--- config.mk ---
export PLATFORM = sky130hd
export DESIGN_NAME = vm_button_overlay
export DESIGN_NICKNAME = d
export VERILOG_FILES = /design/src/rtl/vm_ui_pkg.sv /design/src/rtl/vm_region_lookup.sv /design/src/rtl/vm_button_overlay.sv
export SDC_FILE = /design/constraint.sdc
export NUM_CORES = 1
export LEC_CHECK = 0
export ABC_AREA = 1
export BUFFER_PORTS_ARGS = -buffer_cell sky130_fd_sc_hd__buf_2
export CORE_ASPECT_RATIO = 1.25
export CORE_MARGIN = 1
export CORE_UTILIZATION = 54
export DETAILED_ROUTE_END_ITERATION = 6
export PLACE_DENSITY = 0.81
export REMOVE_ABC_BUFFERS = 1
export SYNTH_ARGS = -nofsm -noshare
export SYNTH_HDL_FRONTEND = slang
export SYNTH_HIERARCHICAL = 1
export SYNTH_SLANG_ARGS = --single-unit
export TNS_END_PERCENT = 50
--- constraint.sdc ---
create_clock -name clk -period 1.6 [get_ports clk]
set_input_delay 0 -clock clk [delete_from_list [all_inputs] [get_ports clk]]
set_output_delay 0 -clock clk [all_outputs]
set_load 0.02 [all_outputs]
--- src/rtl/vm_ui_pkg.sv ---
// Shared UI geometry, area codes and colours for the vending-machine
// display overlay and the touch decoder.
package vm_ui_pkg;

   localparam logic [4:0] AREA_NONE = 5'd0;
   localparam logic [4:0] HALF_YUAN = 5'd13;
   localparam logic [4:0] ONE_YUAN  = 5'd14;
   localparam logic [4:0] FIVE_YUAN = 5'd15;
   localparam logic [4:0] WITHDRAW  = 5'd16;
   localparam logic [4:0] CONFIRM   = 5'd17;
   localparam logic [4:0] CANCEL    = 5'd18;

   // Goods grid: all bounds are exclusive.
   localparam logic [15:0] GOODS_X_LO [4] = '{16'd10, 16'd160, 16'd310, 16'd460};
   localparam logic [15:0] GOODS_X_HI [4] = '{16'd150, 16'd300, 16'd450, 16'd600};
   localparam logic [15:0] GOODS_Y_LO [3] = '{16'd10, 16'd180, 16'd350};
   localparam logic [15:0] GOODS_Y_HI [3] = '{16'd140, 16'd310, 16'd480};

   // Coin row: one shared y band, three x bands.
   localparam logic [15:0] COIN_Y_LO = 16'd70;
   localparam logic [15:0] COIN_Y_HI = 16'd135;
   localparam logic [15:0] COIN_X_LO [3] = '{16'd610, 16'd670, 16'd730};
   localparam logic [15:0] COIN_X_HI [3] = '{16'd660, 16'd720, 16'd780};

   localparam logic [23:0] BTN_GOODS  = 24'h3060C0;
   localparam logic [23:0] BTN_COIN   = 24'hC0A020;
   localparam logic [23:0] BTN_OPTION = 24'h20A040;
   localparam logic [23:0] HILITE     = 24'hFFFF00;

   typedef enum logic [1:0] {
      CLS_NONE,
      CLS_GOODS,
      CLS_COIN,
      CLS_OPTION
   } region_cls_e;

   function automatic region_cls_e region_class(input logic [4:0] code);
      if (code == AREA_NONE)      return CLS_NONE;
      else if (code < HALF_YUAN)  return CLS_GOODS;
      else if (code < WITHDRAW)   return CLS_COIN;
      else                        return CLS_OPTION;
   endfunction

   // Per-channel average; the 9-bit sum is shifted back into 8 bits.
   function automatic logic [23:0] blend_rgb(input logic [23:0] a, input logic [23:0] b);
      logic [8:0]  s;
      logic [23:0] r;
      r = '0;
      for (int i = 0; i < 3; i++) begin
         s = {1'b0, a[i*8 +: 8]} + {1'b0, b[i*8 +: 8]};
         r[i*8 +: 8] = s[8:1];
      end
      return r;
   endfunction

endpackage

--- src/rtl/vm_region_lookup.sv ---
// Scan position -> button region code, registered (pipeline stage 1).
// Lowest code wins where regions overlap; shared with the touch decoder.
module vm_region_lookup
   import vm_ui_pkg::*;
#(
   parameter int OPTION_X = 605,
   parameter int OPTION_Y = 70
)(
   input  logic        clk,
   input  logic        rstn,
   input  logic [15:0] i_x,
   input  logic [15:0] i_y,
   output logic [4:0]  o_region
);

   localparam logic [15:0] OPT_X_LO  = 16'(OPTION_X + 7);
   localparam logic [15:0] OPT_X_HI  = 16'(OPTION_X + 125);
   localparam logic [15:0] OPT_Y0_LO = 16'(OPTION_Y + 87);
   localparam logic [15:0] OPT_Y0_HI = 16'(OPTION_Y + 141);
   localparam logic [15:0] OPT_Y1_LO = 16'(OPTION_Y + 166);
   localparam logic [15:0] OPT_Y1_HI = 16'(OPTION_Y + 221);
   localparam logic [15:0] OPT_Y2_LO = 16'(OPTION_Y + 245);
   localparam logic [15:0] OPT_Y2_HI = 16'(OPTION_Y + 299);

   logic [1:0] w_col;
   logic [1:0] w_row;
   logic       w_col_ok;
   logic       w_row_ok;
   logic [4:0] w_coin;
   logic [4:0] w_region;

   // Combinational geometry decode, goods first so the lowest code wins.
   always_comb begin
      w_col    = '0;
      w_row    = '0;
      w_col_ok = 1'b0;
      w_row_ok = 1'b0;
      w_coin   = AREA_NONE;
      w_region = AREA_NONE;
      for (int c = 0; c < 4; c++) begin
         if (i_x > GOODS_X_LO[c] && i_x < GOODS_X_HI[c]) begin
            w_col_ok = 1'b1;
            w_col    = 2'(c);
         end
      end
      for (int r = 0; r < 3; r++) begin
         if (i_y > GOODS_Y_LO[r] && i_y < GOODS_Y_HI[r]) begin
            w_row_ok = 1'b1;
            w_row    = 2'(r);
         end
      end
      for (int k = 0; k < 3; k++) begin
         if (i_x > COIN_X_LO[k] && i_x < COIN_X_HI[k])
            w_coin = HALF_YUAN + 5'(k);
      end
      if (w_col_ok && w_row_ok)
         w_region = 5'd1 + {1'b0, w_row, 2'b00} + {3'b000, w_col};
      else if (i_y > COIN_Y_LO && i_y < COIN_Y_HI && w_coin != AREA_NONE)
         w_region = w_coin;
      else if (i_x > OPT_X_LO && i_x < OPT_X_HI) begin
         if (i_y > OPT_Y0_LO && i_y < OPT_Y0_HI)      w_region = WITHDRAW;
         else if (i_y > OPT_Y1_LO && i_y < OPT_Y1_HI) w_region = CONFIRM;
         else if (i_y > OPT_Y2_LO && i_y < OPT_Y2_HI) w_region = CANCEL;
      end
   end

   // Stage-1 register of the region code.
   always_ff @(posedge clk or negedge rstn) begin
      if (!rstn) o_region <= AREA_NONE;
      else       o_region <= w_region;
   end

endmodule

--- src/rtl/vm_button_overlay.sv ---
// Button overlay for the vending-machine LCD: paints button fills over the
// background and highlights the last touched area for HOLD_FRAMES frames.
// Highlight changes are applied only at frame_start (tear-free).
// Build option: VM_OVERLAY_BLEND_EN -> non-highlight fills are averaged
// with the background instead of opaque.
module vm_button_overlay
   import vm_ui_pkg::*;
#(
   parameter int HOLD_FRAMES = 15,
   parameter int OPTION_X    = 605,
   parameter int OPTION_Y    = 70
)(
   input  logic        clk,
   input  logic        rstn,
   input  logic [15:0] pix_x,
   input  logic [15:0] pix_y,
   input  logic        pix_de,
   input  logic        frame_start,
   input  logic [23:0] bg_rgb,
   input  logic [4:0]  area_flag,
   output logic [23:0] rgb_out,
   output logic        de_out,
   output logic [4:0]  region_id,
   output logic [4:0]  active_area
);

   localparam int HW = $clog2(HOLD_FRAMES + 1);

   logic [4:0]    w_region1;
   logic          r_de1;
   logic [23:0]   r_bg1;
   logic [23:0]   w_rgb;
   logic [23:0]   w_fill;
   logic [4:0]    r_last_flag;
   logic [4:0]    r_pend_area;
   logic          r_pend_valid;
   logic [HW-1:0] r_hold;
   logic          w_new_event;

   vm_region_lookup #(
      .OPTION_X (OPTION_X),
      .OPTION_Y (OPTION_Y)
   ) u_lookup (
      .clk      (clk),
      .rstn     (rstn),
      .i_x      (pix_x),
      .i_y      (pix_y),
      .o_region (w_region1)
   );

   // Stage 1: de and background travel alongside the registered region.
   always_ff @(posedge clk or negedge rstn) begin
      if (!rstn) begin
         r_de1 <= 1'b0;
         r_bg1 <= '0;
      end else begin
         r_de1 <= pix_de;
         r_bg1 <= bg_rgb;
      end
   end

   // Colour select for the stage-1 pixel.
   always_comb begin
      case (region_class(w_region1))
         CLS_GOODS: w_fill = BTN_GOODS;
         CLS_COIN:  w_fill = BTN_COIN;
         default:   w_fill = BTN_OPTION;
      endcase
      if (!r_de1)
         w_rgb = '0;
      else if (w_region1 == AREA_NONE)
         w_rgb = r_bg1;
      else if (w_region1 == active_area)
         w_rgb = HILITE;
      else
`ifdef VM_OVERLAY_BLEND_EN
         w_rgb = blend_rgb(r_bg1, w_fill);
`else
         w_rgb = w_fill;
`endif
   end

   // Stage 2: composited pixel and aligned qualifiers.
   always_ff @(posedge clk or negedge rstn) begin
      if (!rstn) begin
         rgb_out   <= '0;
         de_out    <= 1'b0;
         region_id <= AREA_NONE;
      end else begin
         rgb_out   <= w_rgb;
         de_out    <= r_de1;
         region_id <= w_region1;
      end
   end

   assign w_new_event = (area_flag != AREA_NONE) && (area_flag != r_last_flag);

   // Touch capture and frame-synchronous highlight/hold update.
   always_ff @(posedge clk or negedge rstn) begin
      if (!rstn) begin
         r_last_flag  <= AREA_NONE;
         r_pend_area  <= AREA_NONE;
         r_pend_valid <= 1'b0;
         r_hold       <= '0;
         active_area  <= AREA_NONE;
      end else begin
         r_last_flag <= area_flag;
         if (w_new_event) begin
            r_pend_area  <= area_flag;
            r_pend_valid <= 1'b1;
         end
         if (frame_start) begin
            if (r_pend_valid || w_new_event) begin
               active_area  <= w_new_event ? area_flag : r_pend_area;
               r_hold       <= HW'(HOLD_FRAMES);
               r_pend_valid <= 1'b0;
            end else if (r_hold > HW'(1)) begin
               r_hold <= r_hold - HW'(1);
            end else if (r_hold == HW'(1)) begin
               r_hold      <= '0;
               active_area <= AREA_NONE;
            end
         end
      end
   end

endmodule

# After elaboration in Yosys (flattened, before gate mapping)
# Cells that the tools add are included.
[word_totals]
register_bits = 80
[op_classes]
n_addsub = 3
n_lt_le_gt_ge = 33
eq_ne = 6
n_mux = 38
reduce_logical = 26
[op_table]
columns = ["operator", "count"]
rows = [
  ["$lt A16 B9 Y1 const B", 6],
  ["$lt A16 B10 Y1 const B", 5],
  ["$mux W24", 3],
  ["$gt A16 B10 Y1 const B", 4],
  ["$gt A16 B8 Y1 const B", 4],
  ["$gt A16 B9 Y1 const B", 4],
  ["$lt A16 B8 Y1 const B", 4],
  ["$mux W5", 10],
  ["$pmux W24 S2", 1],
  ["$gt A16 B4 Y1 const B", 2],
  ["$mux W4", 6],
  ["$logic_and A1 B1 Y1", 18],
  ["$gt A16 B7 Y1 const B", 1],
  ["$mux W1", 13],
  ["$mux W2", 5],
  ["$reduce_bool A5 Y1", 2],
  ["$add A1 B4 Y5 const A", 1],
  ["$add A5 B2 Y5", 1],
  ["$eq A5 B5 Y1", 1],
  ["$logic_not A5 Y1", 1],
  ["$lt A5 B4 Y1 const B", 1],
  ["$lt A5 B5 Y1 const B", 1],
  ["$ne A5 B5 Y1", 1],
  ["$eq A4 B1 Y1 const B", 1],
  ["other kinds (10)", 10],
]

# Depth between registers and ports, before layout
# Gate-level depths: netlist (run 1).
[logic_depth]
ltp_word = 9
mapped_depth = 14
ltp_nobuf = 13

# By module
# Netlist (run 1), hierarchy kept.
[by_module_without_submodules]
columns = ["module", "n_inst", "cells_each", "area_per_inst_um2"]
rows = [
  ["vm_button_overlay", 1, 246, 2713.9],
  ["vm_region_lookup", 1, 290, 1358.8],
]

# Worst setup path after synthesis (run 1)
# OpenSTA, ideal clock, no wires.
[synth_timing]
kind = "reg-to-reg"
startpoint = "register r_hold[0]"
endpoint = "register r_hold[1]"
setup_time_ps = 66
arrival_time_ps = 1380
t_required_ps = 1534
slack_ps = 154
path_stages_with_launch = 9
synth_period_minus_slack_ps = 1446
cell_sequence = "dfrtp_1 inv_1 ha_1 o21ai_1 inv_1 or2_0 nand3_1 nand3_1 nand2_1"
[synth_via]
elab_chain_cells = 3
elab_cells_between_ends = 7
classes_between = "add/sub (1); order compare (1); eq/ne (1); mux (2); reduce/logical (2)"
[synth_rtl]
columns = ["element", "line_no", "rtl"]
rows = [
  ["start: declaration", "vm_button_overlay.sv:37", "logic [HW-1:0] r_hold;"],
  ["start signal: assignment", "vm_button_overlay.sv:115", "r_hold <= HW'(HOLD_FRAMES);"],
  ["start signal: assignment", "vm_button_overlay.sv:118", "r_hold <= r_hold - HW'(1);"],
  ["$sub A4 B1 Y4, or another cell as far along", "vm_button_overlay.sv:118", ""],
  ["$mux W4 or $reduce_bool A3 Y1 (tied branches)", "n/a", ""],
  ["$mux W4 or $reduce_and A2 Y1 (tied branches)", "n/a", ""],
]
# Parallel ways exist; a longest one is shown, timed or not.
# A chain may end at the register's enable or synchronous reset.

# Worst setup path after layout (run 1)
[layout_timing]
startpoint = "register active_area[1]"
endpoint = "register rgb_out[16]"
[layout_via]
elab_chain_cells = 4
[layout_rtl]
columns = ["element", "line_no", "rtl"]
rows = [
  ["start: declaration", "vm_button_overlay.sv:24", "output logic [4:0] active_area"],
  ["start signal: assignment", "vm_button_overlay.sv:114", "active_area <= w_new_event ? area_flag : r_pend_area;"],
  ["$eq A5 B5 Y1", "vm_button_overlay.sv:73", "else if (w_region1 == active_area)"],
  ["$mux W24", "vm_button_overlay.sv:73", ""],
  ["$mux W24", "vm_button_overlay.sv:71", "else if (w_region1 == AREA_NONE)"],
  ["$mux W24", "vm_button_overlay.sv:69", "if (!r_de1)"],
  ["via w_rgb[16]", "vm_button_overlay.sv:32", "logic [23:0] w_rgb;"],
  ["end signal: assignment", "vm_button_overlay.sv:90", "rgb_out <= w_rgb;"],
  ["end: declaration", "vm_button_overlay.sv:21", "output logic [23:0] rgb_out,"],
]
# The timed path passes the listed nets, and every way through them passes these cells.

==> metrics.yaml, run 1 <==
run_status:
  status: "complete, but fails checks"
  violations: "design-rule violations, negative setup slack"
global_routing:
  grt_overflow: 0
  antenna_found_initial: 0
  grt_max_degree: 43
  grt_first_pass_wirelength_um: 19300
  first_global_vias: 4083
  grt_usage_pct: 32.1
layout:
  seq_area_mm2: 0.00200
  design_area_mm2: 0.00533
  layout_common_cells: "124 x nand2_1, 114 x nor2_1, 98 x buf_2"
  area_delta_synth_final_pct: 30.9
  layout_commonest_cell: "nand2_1"
  multi_input_area_mm2: 0.00185
  final_layout_size_suffix_gt1_share_pct: 24.9
  antenna_cells: 0
  nFillCells: 526
  final_net_count: 749
power:
  cellPowerDensity_mw_per_mm2: 871
  p_leak_uw: 0.00275
  ir_drop_v: 0.000610
  power_uw: 4650
floorplanning:
  initial_utilization_pct: 55.4
  num_rows: 35
  fp.dieW_um: 79.7
  core-area_mm2: 0.00736
  die-area_mm2: 0.00790
  dieHeight_um: 99.1
  io_pins: 100
cts:
  clkTransAtPathRegs_ps: 90
  cts_buffers: 9
  cts_sinks: 80
  clock_path_buffers: 2
  cts_root_buf: "clkbuf_8"
  tritoncts: "done"
  htreeDepth: 3
  insertion_delay_ps: 350
logic_synthesis:
  ys_seq_area_share_pct: 49.2
  synth-seq-cells: 80
  synthCells: 536
  synthTopCellsByArea: "dfrtp_1 49%, nand2_1 11%, nor2_1 11%, nand3_1 6.0%, inv_1 4.9%"
  ys_types: 33
  synth_area_per_cell_um2: 7.60
  syn_area_mm2: 0.00407
  synth_top_area_share_pct: 49.2
  ys_warn_count: 6
  yosysTopAreaCell: "dfrtp_1"
critical_path:
  path_class: "reg -> reg"
  reg2reg_from: "active_area[1]"
  reg2reg_slack_ps: -80
  worstSetupStartpoint: "active_area[1]"
  r2r_end: "rgb_out[16]"
  worstSetupEndpointType: "flip-flop"
  reg2regPathDepth: 6
  cp.required_ps: 1870
  setup.worst_path.end: "rgb_out[16]"
  path_max_fanout: 9
  crit_arrival_ps: 1950
  crit_path_start_kind: "flip-flop"
timing:
  setup_violations: 7
  rsz0062_at_grt: "yes"
  slew_headroom_pct: 64.6
  hold_viol: 0
  period_share_pct: 105
  worstMarginPinSlew_ps: 531
  whs_ps: 177
  maxSlewViolCount: 0
  fin_worst_skew_ps: 22.4
  setup_ws_ps: -82.2
  fmax_ghz: 0.594
  fin_crit_ps: 1680
detailed_routing:
  drt-total-wl_um: 13300
  drc_errors: 1
  drt-initial-drc-count: 354
  highest_layer: "met4"
  route.met3.wl_um: 947
  dr_wl_met2_um: 6720
  wl_per_cell_um: 17.1
  wl_met1_um: 4790
  viasPerCell: 5.46
  ant_nets: 0
  vias: 4255
  drtPass1Iterations: 7
worst_hold_path:
  hp-class: "in -> async"
flow_run:
  cap_violations: 0
placement:
  globalplace.congestion: 0.949
  io_buffers: 99
  place_area_mm2: 0.00467
  dp_hpwl_um: 7490
  dp_slack_ps: 25.1
==> worst max-delay path, stage by stage, from the launching register on <==
cell and delay [ps]:
dfrtp_1 460, or2_0 230, a21oi_1 210, nand3_2 180
nand2_1 160, nand2_2 160, nor2_1 200
==> area by class of cell <==
| class | instances | share of cell area, % |
|---|---|---|
| clock buffer | 10 | 2.39 |
| clock inverter | 6 | 1.69 |
| inverter | 61 | 4.29 |
| tap | 92 | 2.16 |
| sequential | 80 | 37.5 |
| multi-input combinational | 387 | 34.6 |
| timing repair buffer | 143 | 17.3 |
==> metrics by stage <==
| step | TNS, ps | utilization (%) | instances |
|---|---|---|---|
| 2_1_floorplan | 0 | - | 526 |
| 3_3_place_gp | 0 | 63.5 | 722 |
| 3_5_place_dp | 0 | 63.5 | 722 |
| 4_1_cts | 0 | 70.9 | 770 |
| 5_1_grt | -1060 | 72.5 | 779 |
| 6_report | -290 | 72.5 | 779 |
==> Yosys cell counts, drive strengths merged <==
cell / n
nand4: 9
ha: 2
or2: 3
o211ai: 2
a21boi: 2
clkbuf: 2
o21ai: 25
a21oi: 10
nor3: 10
xor2: 4
inv: 60
nand3: 51
buf: 8
clkinv: 1
o21a: 1
nand3b: 3
nand2: 132
dfrtp: 80
nor2: 128
xnor2: 3
==> cells by family (layout without fill, tap and decap cells) <==
logic type	Yosys count	after routing	share of synthesized area, %
AO/OA/AOI/OAI	40	40	5.59
XOR/XNOR	7	7	1.51
adder cells (fa/ha/maj)	2	2	0.614
buffers and inverters	71	220	7.22
flip-flops	80	80	49.2
AND/OR/NAND/NOR	336	338	35.9
==> where the power goes <==
| group | switching, uW | total (uW) | internal (uW) |
|---|---|---|---|
| Combinational | 480 | 762 | 282 |
| Clock | 790 | 1680 | 889 |
| Sequential | 78.4 | 2200 | 2130 |
| Total | 1350 | 4650 | 3300 |
==> repair_timing <==
item,4_1_cts,5_1_grt
pin swaps,0,6
cloned,0,2
hold endpoints to repair,79,0
endpoints found under the setup margin,5,17
resized for setup,2,9
buffers inserted,0,7
hold buffers,32,0
==> sequential cells by signal, summed over array words and instances (netlist names), 4 cells and up <==
name,count
region_id,5
r_bg1,24
r_last_flag,5
r_pend_area,5
rgb_out,24
u_lookup/o_region,5
active_area,5
r_hold,4
==> metal layers <==
layer  GRT usage (%)  vias to the layer above
met5               0                        -
met4            20.3                        0
met3            6.61                       62
met2            56.8                      239
met1            34.3                     1985
li1                -                     1969
==> how the worst min path moves through the flow <==
stage | to | slack, ps | depth (start not counted)
final | r_last_flag[0] | 180 | 2
after global routing | r_last_flag[2] | 200 | 2
after detailed placement | r_last_flag[0] | 6 | 1
after floorplan | active_area[0] | -300 | 0
after CTS | r_bg1[4] | 170 | 2
after global placement | r_last_flag[0] | 1 | 1
(Power assumes the default switching activity.)
==> run 2, diff against run 1 <==
--- a/config.mk
+++ b/config.mk
@@ -13,6 +13,7 @@
 export DETAILED_ROUTE_END_ITERATION = 6
 export PLACE_DENSITY = 0.81
 export REMOVE_ABC_BUFFERS = 1
+export SETUP_SLACK_MARGIN = 0.15
 export SYNTH_ARGS = -nofsm -noshare
 export SYNTH_HDL_FRONTEND = slang
 export SYNTH_HIERARCHICAL = 1
==> metrics.yaml, run 2 (synthesis results as in run 1) <==
timing:
  rsz0062_at_grt: "yes"
  slew_headroom_pct: 64.3  # -0.26 points
  fin_crit_ps: 1550  # -130 ps
  worstMarginPinSlew_ps: 535  # +3.85 ps
  period_share_pct: 97.0  # -8.1 points
  maxSlewViolCount: 0  # unchanged
  setup_violations: 0  # -7
  fin_worst_skew_ps: 21.4  # -1.01 ps
  fin_setup_tns_ps: 0  # +290 ps
  hold_viol: 0  # unchanged
  fmax_ghz: 0.644  # +8.4%
power:
  p_leak_uw: 0.00281  # +2.3%
  cellPowerDensity_mw_per_mm2: 866  # -0.62%
  ir_drop_v: 0.00111  # +83%
  power_frac_comb_pct: 17.2  # +0.8 points
  power_uw: 4740  # +2.0%
  p_clk_share_pct: 36.4  # +0.3 points
  p_seq_share_pct: 46.5  # -1.0 points
  p_sw_uw: 1410  # +4.7%
  p_int_uw: 3330  # +0.89%
  swShare_pct: 29.8  # +0.78 points
critical_path:
  worstSetupStartpoint: "r_last_flag[0]"
  crit_path_start_kind: "flip-flop"
  setup.worst_path.end: "active_area[4]"
  cp.required_ps: 1890  # +20 ps
  r2r_end: "active_area[4]"
  path_class: "reg -> reg"
  reg2reg_slack_ps: 50  # +130 ps
  reg2regPathDepth: 10  # +4
  worstSetupEndpointType: "flip-flop"
  reg2reg_from: "r_last_flag[0]"
  path_max_fanout: 7  # -2
  crit_arrival_ps: 1840  # -110 ps
flow_run:
  cap_violations: 0  # unchanged
detailed_routing:
  vias: 4300  # +1.1%
  drc_errors: 0  # -1
  wl_per_cell_um: 17.1  # about the same
  drtPass1Iterations: 5  # -2
  ant_nets: 0  # unchanged
  drt-total-wl_um: 13400  # +0.92%
  drt-initial-drc-count: 409  # +16%
  viasPerCell: 5.47  # +0.16%
layout:
  layout_common_cells: "117 x nand2_1, 114 x nor2_1, 98 x buf_2"
  final_layout_size_suffix_gt1_share_pct: 28.1  # +3.2 points
  antenna_cells: 0  # unchanged
  fin_util_pct: 74.4  # +1.9 points
  area_delta_synth_final_pct: 34.4
  layout_commonest_cell: "nand2_1"
  final_net_count: 756  # +0.93%
  largestRegisters: "r_bg1 x24, rgb_out x24"
placement:
  dp_hpwl_um: 7490  # unchanged
  globalplace.congestion: 0.949  # unchanged
  io_buffers: 99  # unchanged
cts:
  htreeDepth: 3  # unchanged
  clkTransAtPathRegs_ps: 90  # about the same
  clock_path_buffers: 2  # unchanged
  cts_root_buf: "clkbuf_8"
  cts_buffers: 9  # unchanged
  cts_sinks: 80  # unchanged
  tritoncts: "done"
  insertion_delay_ps: 370  # +20 ps
floorplanning:
  core-area_mm2: 0.00736  # unchanged
  fp.dieW_um: 79.7  # unchanged
  die-area_mm2: 0.00790  # unchanged
  io_pins: 100  # unchanged
  dieHeight_um: 99.1  # unchanged
  num_rows: 35  # unchanged
  initial_utilization_pct: 55.4  # unchanged
global_routing:
  grt_max_degree: 43  # unchanged
  grt_usage_pct: 32.3  # +0.20 points
  first_global_vias: 4079  # -0.098%
  grt_first_pass_wirelength_um: 19400  # +0.58%
  grt_overflow: 0  # unchanged
  antenna_found_initial: 0  # unchanged
worst_hold_path:
  hp-class: "in -> async"
run_status:
  status: "finished, final reports clean"
-- run 2: cell count changes in the layout (fill, tap and decap cells not counted), moves of 3 or more --
cell     delta
nand3_1     -3
buf_6       +3
o21ai_2     +3
nand2_2     +7
buf_4       +4
nand2_1     -7
-- run 2: power groups by stage --
stage	sequential, uW	combinational [uW]	clock [uW]
after floorplan	2270	274	0
after global placement	2220	610	0
after detailed placement	2220	628	0
after CTS	2180	716	1640
after global routing	2210	883	1820
final	2200	814	1720
-- run 2: worst min path at each step --
stage / endpoint / cells past startpoint / slack [ps] / startpoint
3_3_place_gp: r_last_flag[0] / 1 / 1 / rstn
4_1_cts: r_bg1[4] / 2 / 170 / rstn
3_5_place_dp: r_last_flag[0] / 1 / 6 / rstn
2_1_floorplan: active_area[0] / 0 / -300 / rstn
5_1_grt: r_last_flag[4] / 2 / 190 / rstn
6_report: r_last_flag[4] / 2 / 150 / rstn
-- run 2: timing repair --
| action | 4_1_cts | 5_1_grt |
|---|---|---|
| hold buffers | 32 | 0 |
| pin swaps | 3 | 21 |
| gates cloned | 0 | 2 |
| resized for setup | 6 | 29 |
| buffers inserted | 4 | 10 |
| endpoints found under the hold margin | 79 | 0 |
| endpoints found under the setup margin | 22 | 27 |
-- run 2: per-layer routing --
metal	track usage, %	up-vias	wire length [um]
li1	-	1984	-
met4	19.4	0	684
met5	0	-	0
met3	5.60	55	665
met2	56.1	214	6850
met1	36.6	2047	5230
-- run 2: area by class of cell --
type                            count  area, um2
Sequential cell                    80       2000
Multi-Input combinational cell    387       1920
Fill cell                         489       1880
Timing Repair Buffer              150        985
Inverter                           61        229
Clock buffer                       10        128
Tap cell                           92        115
Clock inverter                      6       90.1
-- run 2: critical path, cell delays in order, from the launching register on --
cell      delay (ps)
dfrtp_1          410
nand2_1           80
inv_1             40
nor2_1           100
nor2_2            60
nand3_4          110
nand2_8           90
buf_6            150
a21boi_4         210
nand2_1           90
nand2_1          130
-- run 2: per-stage QoR --
| step | worst slack [ps] | instance area, um2 | hold slack (ps) | std cells |
|---|---|---|---|---|
| finish | 47.9 | 5470 | 150 | 786 |
| CTS | 127 | 5260 | 173 | 774 |
| detailed placement | 25.1 | 4670 | 6.20 | 722 |
| global placement | 194 | 4670 | 0.951 | 722 |
| global route | -46.6 | 5470 | 192 | 786 |
| floorplan | 164 | 4010 | -296 | 526 |
